File: config.mk
export PLATFORM = sky130hd
export DESIGN_NAME = qm_control_issue
export DESIGN_NICKNAME = d
export VERILOG_FILES = /design/src/rtl/qm_control_issue.sv
export SDC_FILE = /design/constraint.sdc
export NUM_CORES = 1
export LEC_CHECK = 0
export BUFFER_PORTS_ARGS = -buffer_cell sky130_fd_sc_hd__buf_2
export CAP_MARGIN = 20
export CORE_MARGIN = 3
export CORE_UTILIZATION = 45
export CTS_BUF_LIST = sky130_fd_sc_hd__clkbuf_2
export CTS_CLUSTER_SIZE = 10
export DETAILED_ROUTE_END_ITERATION = 10
export HOLD_SLACK_MARGIN = 0.15
export PLACE_DENSITY = 0.84
export SLEW_MARGIN = 20
export SYNTH_ARGS = -nofsm -noshare
export SYNTH_HDL_FRONTEND = slang
export SYNTH_SLANG_ARGS = --single-unit
File: constraint.sdc
create_clock -name i_Clock -period 3 [get_ports i_Clock]
set_input_delay 0.3 -clock i_Clock [delete_from_list [all_inputs] [get_ports i_Clock]]
set_output_delay 0.3 -clock i_Clock [all_outputs]
set_load 0.005 [all_outputs]
File: src/rtl/qm_control_issue.sv
// qm_control_issue: registered decode/issue control stage for the q3kmips pipeline.
// Decodes opcode/funct into the execute-stage control bundle and registers it.
// Stalls the incoming instruction on load-use and HI/LO hazards.
// Tracks the multi-cycle MULT/DIV unit with a down-counting busy counter.
module qm_control_issue #(
  parameter int MUL_CYCLES = 4,
  parameter int DIV_CYCLES = 32,
  parameter int CNT_W      = 6
) (
  input  logic       i_Clock,
  input  logic       i_Reset_n,
  input  logic       i_Valid,
  input  logic [5:0] i_Opcode,
  input  logic [5:0] i_Function,
  input  logic [4:0] i_Rs,
  input  logic [4:0] i_Rt,
  input  logic [4:0] i_Rd,
  input  logic       i_Hold,
  input  logic       i_Flush,
  output logic       o_Ready,
  output logic       co_Valid,
  output logic       co_RegDest,
  output logic       co_ALUSource,
  output logic [3:0] co_ALUControl,
  output logic       co_MemWrite,
  output logic       co_RegWSource,
  output logic       co_RegWrite,
  output logic [4:0] co_DestReg,
  output logic       co_MulDivStart,
  output logic       co_Illegal,
  output logic       co_MulDivBusy
);

  // ALU operation codes shared with the execute stage
  localparam logic [3:0] ALU_ADD   = 4'd0;
  localparam logic [3:0] ALU_SUB   = 4'd1;
  localparam logic [3:0] ALU_AND   = 4'd2;
  localparam logic [3:0] ALU_OR    = 4'd3;
  localparam logic [3:0] ALU_XOR   = 4'd4;
  localparam logic [3:0] ALU_NOR   = 4'd5;
  localparam logic [3:0] ALU_SLT   = 4'd6;
  localparam logic [3:0] ALU_SLTIU = 4'd7;
  localparam logic [3:0] ALU_MUL   = 4'd8;
  localparam logic [3:0] ALU_DIV   = 4'd9;

  // Primary opcodes
  localparam logic [5:0] OP_SPECIAL = 6'b000000;
  localparam logic [5:0] OP_ADDI    = 6'b001000;
  localparam logic [5:0] OP_ADDIU   = 6'b001001;
  localparam logic [5:0] OP_SLTI    = 6'b001010;
  localparam logic [5:0] OP_SLTIU   = 6'b001011;
  localparam logic [5:0] OP_ANDI    = 6'b001100;
  localparam logic [5:0] OP_ORI     = 6'b001101;
  localparam logic [5:0] OP_XORI    = 6'b001110;
  localparam logic [5:0] OP_LW      = 6'b100011;
  localparam logic [5:0] OP_SW      = 6'b101011;

  // SPECIAL function codes
  localparam logic [5:0] FN_MFHI  = 6'b010000;
  localparam logic [5:0] FN_MFLO  = 6'b010010;
  localparam logic [5:0] FN_MULT  = 6'b011000;
  localparam logic [5:0] FN_MULTU = 6'b011001;
  localparam logic [5:0] FN_DIV   = 6'b011010;
  localparam logic [5:0] FN_DIVU  = 6'b011011;
  localparam logic [5:0] FN_ADD   = 6'b100000;
  localparam logic [5:0] FN_ADDU  = 6'b100001;
  localparam logic [5:0] FN_SUB   = 6'b100010;
  localparam logic [5:0] FN_SUBU  = 6'b100011;
  localparam logic [5:0] FN_AND   = 6'b100100;
  localparam logic [5:0] FN_OR    = 6'b100101;
  localparam logic [5:0] FN_XOR   = 6'b100110;
  localparam logic [5:0] FN_NOR   = 6'b100111;
  localparam logic [5:0] FN_SLT   = 6'b101010;

  localparam logic [CNT_W-1:0] MUL_LOAD = CNT_W'(MUL_CYCLES);
  localparam logic [CNT_W-1:0] DIV_LOAD = CNT_W'(DIV_CYCLES);

  // Decoded (combinational) bundle for the incoming instruction
  logic       dec_reg_dest;
  logic       dec_alu_src;
  logic [3:0] dec_alu_ctrl;
  logic       dec_mem_write;
  logic       dec_regw_src;
  logic       dec_reg_write;
  logic       dec_muldiv_start;
  logic       dec_is_div;
  logic       dec_illegal;
  logic       dec_uses_hilo;
  logic       dec_rt_is_src;
  logic [4:0] dec_dest_reg;

  // Registered execute-stage bundle
  logic       valid_q,        valid_d;
  logic       reg_dest_q,     reg_dest_d;
  logic       alu_src_q,      alu_src_d;
  logic [3:0] alu_ctrl_q,     alu_ctrl_d;
  logic       mem_write_q,    mem_write_d;
  logic       regw_src_q,     regw_src_d;
  logic       reg_write_q,    reg_write_d;
  logic [4:0] dest_reg_q,     dest_reg_d;
  logic       muldiv_start_q, muldiv_start_d;
  logic       illegal_q,      illegal_d;
  logic [CNT_W-1:0] cnt_q,    cnt_d;

  logic load_use;
  logic muldiv_busy;
  logic hilo;
  logic ready;
  logic accept;

  // Instruction decode: opcode/funct to control bundle, unknown encodings flagged illegal
  always_comb begin
    dec_reg_dest     = 1'b0;
    dec_alu_src      = 1'b0;
    dec_alu_ctrl     = ALU_ADD;
    dec_mem_write    = 1'b0;
    dec_regw_src     = 1'b0;
    dec_reg_write    = 1'b0;
    dec_muldiv_start = 1'b0;
    dec_is_div       = 1'b0;
    dec_illegal      = 1'b0;
    dec_uses_hilo    = 1'b0;
    dec_rt_is_src    = 1'b0;
    case (i_Opcode)
      OP_SPECIAL: begin
        // R-type reads rt as a source operand
        dec_rt_is_src = 1'b1;
        case (i_Function)
          FN_ADD, FN_ADDU: begin dec_reg_dest = 1'b1; dec_reg_write = 1'b1; dec_alu_ctrl = ALU_ADD; end
          FN_SUB, FN_SUBU: begin dec_reg_dest = 1'b1; dec_reg_write = 1'b1; dec_alu_ctrl = ALU_SUB; end
          FN_AND:          begin dec_reg_dest = 1'b1; dec_reg_write = 1'b1; dec_alu_ctrl = ALU_AND; end
          FN_OR:           begin dec_reg_dest = 1'b1; dec_reg_write = 1'b1; dec_alu_ctrl = ALU_OR;  end
          FN_XOR:          begin dec_reg_dest = 1'b1; dec_reg_write = 1'b1; dec_alu_ctrl = ALU_XOR; end
          FN_NOR:          begin dec_reg_dest = 1'b1; dec_reg_write = 1'b1; dec_alu_ctrl = ALU_NOR; end
          FN_SLT:          begin dec_reg_dest = 1'b1; dec_reg_write = 1'b1; dec_alu_ctrl = ALU_SLT; end
          FN_MULT, FN_MULTU: begin
            dec_muldiv_start = 1'b1;
            dec_alu_ctrl     = ALU_MUL;
            dec_uses_hilo    = 1'b1;
          end
          FN_DIV, FN_DIVU: begin
            dec_muldiv_start = 1'b1;
            dec_is_div       = 1'b1;
            dec_alu_ctrl     = ALU_DIV;
            dec_uses_hilo    = 1'b1;
          end
          FN_MFHI, FN_MFLO: begin
            dec_reg_dest  = 1'b1;
            dec_reg_write = 1'b1;
            dec_alu_ctrl  = ALU_ADD;
            dec_uses_hilo = 1'b1;
          end
          default: dec_illegal = 1'b1;
        endcase
      end
      OP_ADDI, OP_ADDIU: begin dec_alu_src = 1'b1; dec_reg_write = 1'b1; dec_alu_ctrl = ALU_ADD;   end
      OP_SLTI:           begin dec_alu_src = 1'b1; dec_reg_write = 1'b1; dec_alu_ctrl = ALU_SLT;   end
      OP_SLTIU:          begin dec_alu_src = 1'b1; dec_reg_write = 1'b1; dec_alu_ctrl = ALU_SLTIU; end
      OP_ANDI:           begin dec_alu_src = 1'b1; dec_reg_write = 1'b1; dec_alu_ctrl = ALU_AND;   end
      OP_ORI:            begin dec_alu_src = 1'b1; dec_reg_write = 1'b1; dec_alu_ctrl = ALU_OR;    end
      OP_XORI:           begin dec_alu_src = 1'b1; dec_reg_write = 1'b1; dec_alu_ctrl = ALU_XOR;   end
      OP_LW: begin
        dec_alu_src   = 1'b1;
        dec_alu_ctrl  = ALU_ADD;
        dec_regw_src  = 1'b1;
        dec_reg_write = 1'b1;
      end
      OP_SW: begin
        // Store data comes from rt, so rt is a source here too
        dec_alu_src   = 1'b1;
        dec_alu_ctrl  = ALU_ADD;
        dec_mem_write = 1'b1;
        dec_rt_is_src = 1'b1;
      end
      default: dec_illegal = 1'b1;
    endcase
    dec_dest_reg = dec_reg_dest ? i_Rd : i_Rt;
  end

  // Hazard detection and accept handshake
  always_comb begin
    // Only LW sets the memory writeback source, so it identifies a load in execute
    load_use = valid_q && regw_src_q && (dest_reg_q != 5'd0) &&
               ((i_Rs == dest_reg_q) || (dec_rt_is_src && (i_Rt == dest_reg_q)));
    // A start sitting in the register has not loaded the counter's effect yet downstream
    muldiv_busy = (cnt_q != '0) || (valid_q && muldiv_start_q);
    hilo        = dec_uses_hilo && muldiv_busy;
    ready       = !i_Hold && !i_Flush && !load_use && !hilo;
    accept      = i_Valid && ready;
  end

  // Output register next state: flush beats hold, hold beats load, otherwise bubble
  always_comb begin
    valid_d        = valid_q;
    reg_dest_d     = reg_dest_q;
    alu_src_d      = alu_src_q;
    alu_ctrl_d     = alu_ctrl_q;
    mem_write_d    = mem_write_q;
    regw_src_d     = regw_src_q;
    reg_write_d    = reg_write_q;
    dest_reg_d     = dest_reg_q;
    muldiv_start_d = muldiv_start_q;
    illegal_d      = illegal_q;
    if (i_Flush || (!i_Hold && !accept)) begin
      valid_d        = 1'b0;
      reg_dest_d     = 1'b0;
      alu_src_d      = 1'b0;
      alu_ctrl_d     = 4'd0;
      mem_write_d    = 1'b0;
      regw_src_d     = 1'b0;
      reg_write_d    = 1'b0;
      dest_reg_d     = 5'd0;
      muldiv_start_d = 1'b0;
      illegal_d      = 1'b0;
    end else if (!i_Hold) begin
      valid_d        = 1'b1;
      reg_dest_d     = dec_reg_dest;
      alu_src_d      = dec_alu_src;
      alu_ctrl_d     = dec_alu_ctrl;
      mem_write_d    = dec_mem_write;
      regw_src_d     = dec_regw_src;
      reg_write_d    = dec_reg_write;
      dest_reg_d     = dec_dest_reg;
      muldiv_start_d = dec_muldiv_start;
      illegal_d      = dec_illegal;
    end
  end

  // Busy counter: load on accepted MULT/DIV, otherwise count down; hold/flush do not stop it
  always_comb begin
    cnt_d = cnt_q;
    if (accept && dec_muldiv_start) begin
      cnt_d = dec_is_div ? DIV_LOAD : MUL_LOAD;
    end else if (cnt_q != '0) begin
      cnt_d = cnt_q - CNT_W'(1);
    end
  end

  // State registers with asynchronous clear
  always_ff @(posedge i_Clock or negedge i_Reset_n) begin
    if (!i_Reset_n) begin
      valid_q        <= 1'b0;
      reg_dest_q     <= 1'b0;
      alu_src_q      <= 1'b0;
      alu_ctrl_q     <= 4'd0;
      mem_write_q    <= 1'b0;
      regw_src_q     <= 1'b0;
      reg_write_q    <= 1'b0;
      dest_reg_q     <= 5'd0;
      muldiv_start_q <= 1'b0;
      illegal_q      <= 1'b0;
      cnt_q          <= '0;
    end else begin
      valid_q        <= valid_d;
      reg_dest_q     <= reg_dest_d;
      alu_src_q      <= alu_src_d;
      alu_ctrl_q     <= alu_ctrl_d;
      mem_write_q    <= mem_write_d;
      regw_src_q     <= regw_src_d;
      reg_write_q    <= reg_write_d;
      dest_reg_q     <= dest_reg_d;
      muldiv_start_q <= muldiv_start_d;
      illegal_q      <= illegal_d;
      cnt_q          <= cnt_d;
    end
  end

  assign o_Ready        = ready;
  assign co_Valid       = valid_q;
  assign co_RegDest     = reg_dest_q;
  assign co_ALUSource   = alu_src_q;
  assign co_ALUControl  = alu_ctrl_q;
  assign co_MemWrite    = mem_write_q;
  assign co_RegWSource  = regw_src_q;
  assign co_RegWrite    = reg_write_q;
  assign co_DestReg     = dest_reg_q;
  assign co_MulDivStart = muldiv_start_q;
  assign co_Illegal     = illegal_q;
  assign co_MulDivBusy  = (cnt_q != '0);

endmodule

==> out/metrics.yaml <==
power_and_ir_drop:
  p_switching_w: 0.000265
  p_leak_nw: 0.914
  fin_total_pwr_w: 0.000786
  powerDensity_mw_per_mm2: 446
  intPower_w: 0.000520
  p_sw_share_pct: 33.8
  vdd_ir_drop_max_uv: 308
  p_clk_share_pct: 15.5
  comb_power_share_pct: 33.2
  p_seq_share_pct: 51.4
setup_path:
  cp-startpoint: "cnt_q[0]"
  start_kind: "flip-flop"
  worstSetupPathType: "reg -> reg"
  arrival_ns: 2.84
  endpoint_kind: "flip-flop"
  r2r_end: "co_RegWSource"
  crit_end: "co_RegWSource"
  worstReg2RegStart: "cnt_q[0]"
  r2r_cells: 8
  regToRegSetupSlack_ns: 0.45
  worstPathMaxFanout: 15
  required_ns: 3.29
finish:
  drive_above_1_share_pct: 35.7
  final_area_mm2: 0.00176
  layout.nets: 231
  diodes: 0
  final_util_pct: 60.7
  final_common_cell: "buf_2"
  final_cell_mix: "buf_2, dfrtp_1, nor2_1, a22o_1, xor2_1"
  area.growth.synth_to_final_pct: 22.3
  num-fill-cells: 273
routing:
  drtAntennaViolNets: 0
  wl_met3_um: 215
  num_vias: 1310
  drc: 0
  met1_length_mm: 1.44
  wl_met2_mm: 1.61
  vias_per_cell: 5.50
  top_layer_used: "met4"
  routed_wl_mm: 3.27
  drt_pre_antenna_iters: 4
  wl_per_cell_um: 13.7
  drtIter0Drc: 67
synthesis:
  ys_warn_count: 0
  synth_edf_count: 0
  ys_types: 39
  synth_ff_type: "dfrtp_1"
  syn_nets: 177
  synth_compound_area_share_pct: 23.0
  synth-seq-cells: 23
  ys_seq_area_share_pct: 40.0
  yosys.area_share.simple_pct: 18.8
  synth_top_family_by_area: "compound AO/OA/AOI/OAI gates"
  netlist_area_mm2: 0.00144
  synth_fa_ha_area_share_pct: 1.74
  synthXorXnorAreaFrac_pct: 8.52
  async_flop_share_pct: 100
  synth.area.mux_share_pct: 5.39
  syn-mean-instance-area_um2: 10.1
  synthCells: 143
sta:
  grt_setup_unrepaired: "no"
  clock_skew_ns: 0.00500
  fmax_mhz: 392
  post-route-period-util_pct: 85.0
  maxSlewHeadroom_pct: 40.3
  setup_ws_ns: 0.451
  setup_viol: 0
  hold_viol_final: 0
  final_max_slew_viol_count: 0
  finalCriticalPeriod_ns: 2.55
  worstMarginPinSlew_ns: 0.892
  setup_tns_ns: 0
clocking:
  numCtsBuffers: 3
  cts_tree: "yes"
  path_clk_slew_ns: 0.21
  h-tree-depth: 1
  hold_buffers: 1
  clockRootBuffer: "clkbuf_2"
  clockBufferDepth: 2
  clk_latency_ns: 0.33
  postCtsSetupBuffers: 0
  cts-resized-gates: 0
  cts.sinks: 23
min_path:
  min_path_type: "in -> reg"
placed_design:
  gp_congestion: 0.826
  hpwl_mm: 2.56
  place_ws_ns: 0.464
  postPlaceCellArea_mm2: 0.00173
  port_buffers: 50
status:
  outcome: "finished clean"
die:
  start_util_pct: 49.6
  core_area_mm2: 0.00290
  dieArea_mm2: 0.00391
  rows: 19
  ioPinCount: 51
  die_y_um: 62.5
  die_w_um: 62.5
run:
  cap_violations: 0
grt:
  grt_pass1_vias: 1237
  grt.total_usage_pct: 16.9
  grt_pass1_wl_mm: 5.53
  grt_max_degree: 24
  overflow: 0
  antenna_found_initial: 0
## flip-flops by register name, summed over array words and instances (netlist names)
signal and cells:
co_ALUSource 1, co_DestReg 5, co_RegWSource 1, co_Illegal 1, co_Valid 1, co_MulDivStart 1, cnt_q 6, co_ALUControl 4
co_MemWrite 1, co_RegDest 1, co_RegWrite 1
## layer usage
metal | vias up | track usage, %
li1 | 634 | -
met1 | 623 | 22.7
met2 | 51 | 28.2
met3 | 2 | 3.60
met4 | 0 | 2.75
met5 | - | 0
## per-stage QoR
step | instances | hold slack (ns)
CTS | 238 | 0.204
global placement | 233 | 0.299
floorplan | 143 | 0.00441
finish | 238 | 0.225
detailed placement | 233 | 0.303
global route | 238 | 0.195
## worst min path at each step
| stage | from | endpoint | slack (ns) | depth (start not counted) |
|---|---|---|---|---|
| finish | i_Function[1] | cnt_q[5] | 0.23 | 2 |
| global route | i_Function[1] | cnt_q[5] | 0.20 | 2 |
| CTS | i_Function[1] | cnt_q[5] | 0.20 | 2 |
| detailed placement | i_Reset_n | co_DestReg[3] | 0.30 | 1 |
| global placement | i_Reset_n | co_DestReg[3] | 0.30 | 1 |
| floorplan | i_Reset_n | cnt_q[0] | 0.004 | 0 |
## area by class of cell
type	count	area, um^2	area share [%]
clock buffer	3	15.0	0.853
timing repair buffer	52	268	15.2
clock inverter	1	5.00	0.284
inverter	5	18.8	1.07
tap	42	52.6	2.99
multi-input combinational	112	826	46.9
sequential	23	576	32.7
## logic make-up (layout without fill, tap and decap cells)
kind of cell / count (synthesis) / in the layout
XOR/XNOR: 14 / 14
AO/OA/AOI/OAI: 40 / 40
AND/OR/NAND/NOR: 49 / 49
multiplexers: 7 / 7
adder cells (fa/ha/maj): 2 / 2
flip-flops: 23 / 23
buffers and inverters: 8 / 61
## synth_stat cells, types with 2 or more instances
master     n  area [um^2]
inv_1      5         18.8
a21oi_1    4         20.0
o31ai_1    2         15.0
o22ai_1    2         12.5
nand2_1    7         26.3
nor2b_1    3         18.8
xnor2_1    4         35.0
dfrtp_1   23          576
nand3_1    5         25.0
mux2_2     6         67.6
nor2_1    18         67.6
o21ai_0    3         15.0
o211ai_1   2         15.0
o32a_1     2         20.0
a22o_1    12          105
a21o_1     4         30.0
xor2_1    10         87.6
ha_1       2         25.0
a32o_1     2         20.0
nor3_1     4         20.0
nand2b_1   4         25.0
a21o_2     2         17.5
## worst max-delay path, stage by stage, from the launching register on
cell and delay (ns):
dfrtp_1 0.45, inv_1 0.11, ha_1 0.17, nor2b_1 0.20, nand2_1 0.19, a21oi_1 0.27, o41ai_4 0.11, nor3b_2 0.74
a32o_1 0.28
## power groups by stage
stage | Sequential [W] | Clock [W] | Combinational, W
6_report | 0.000404 | 0.000122 | 0.000261
5_1_grt | 0.000410 | 0.000138 | 0.000302
4_1_cts | 0.000404 | 0.000127 | 0.000265
3_5_place_dp | 0.000410 | 0 | 0.000262
3_3_place_gp | 0.000410 | 0 | 0.000259
2_1_floorplan | 0.000402 | 0 | 0.000189
Power figures use the tool's default switching activity.
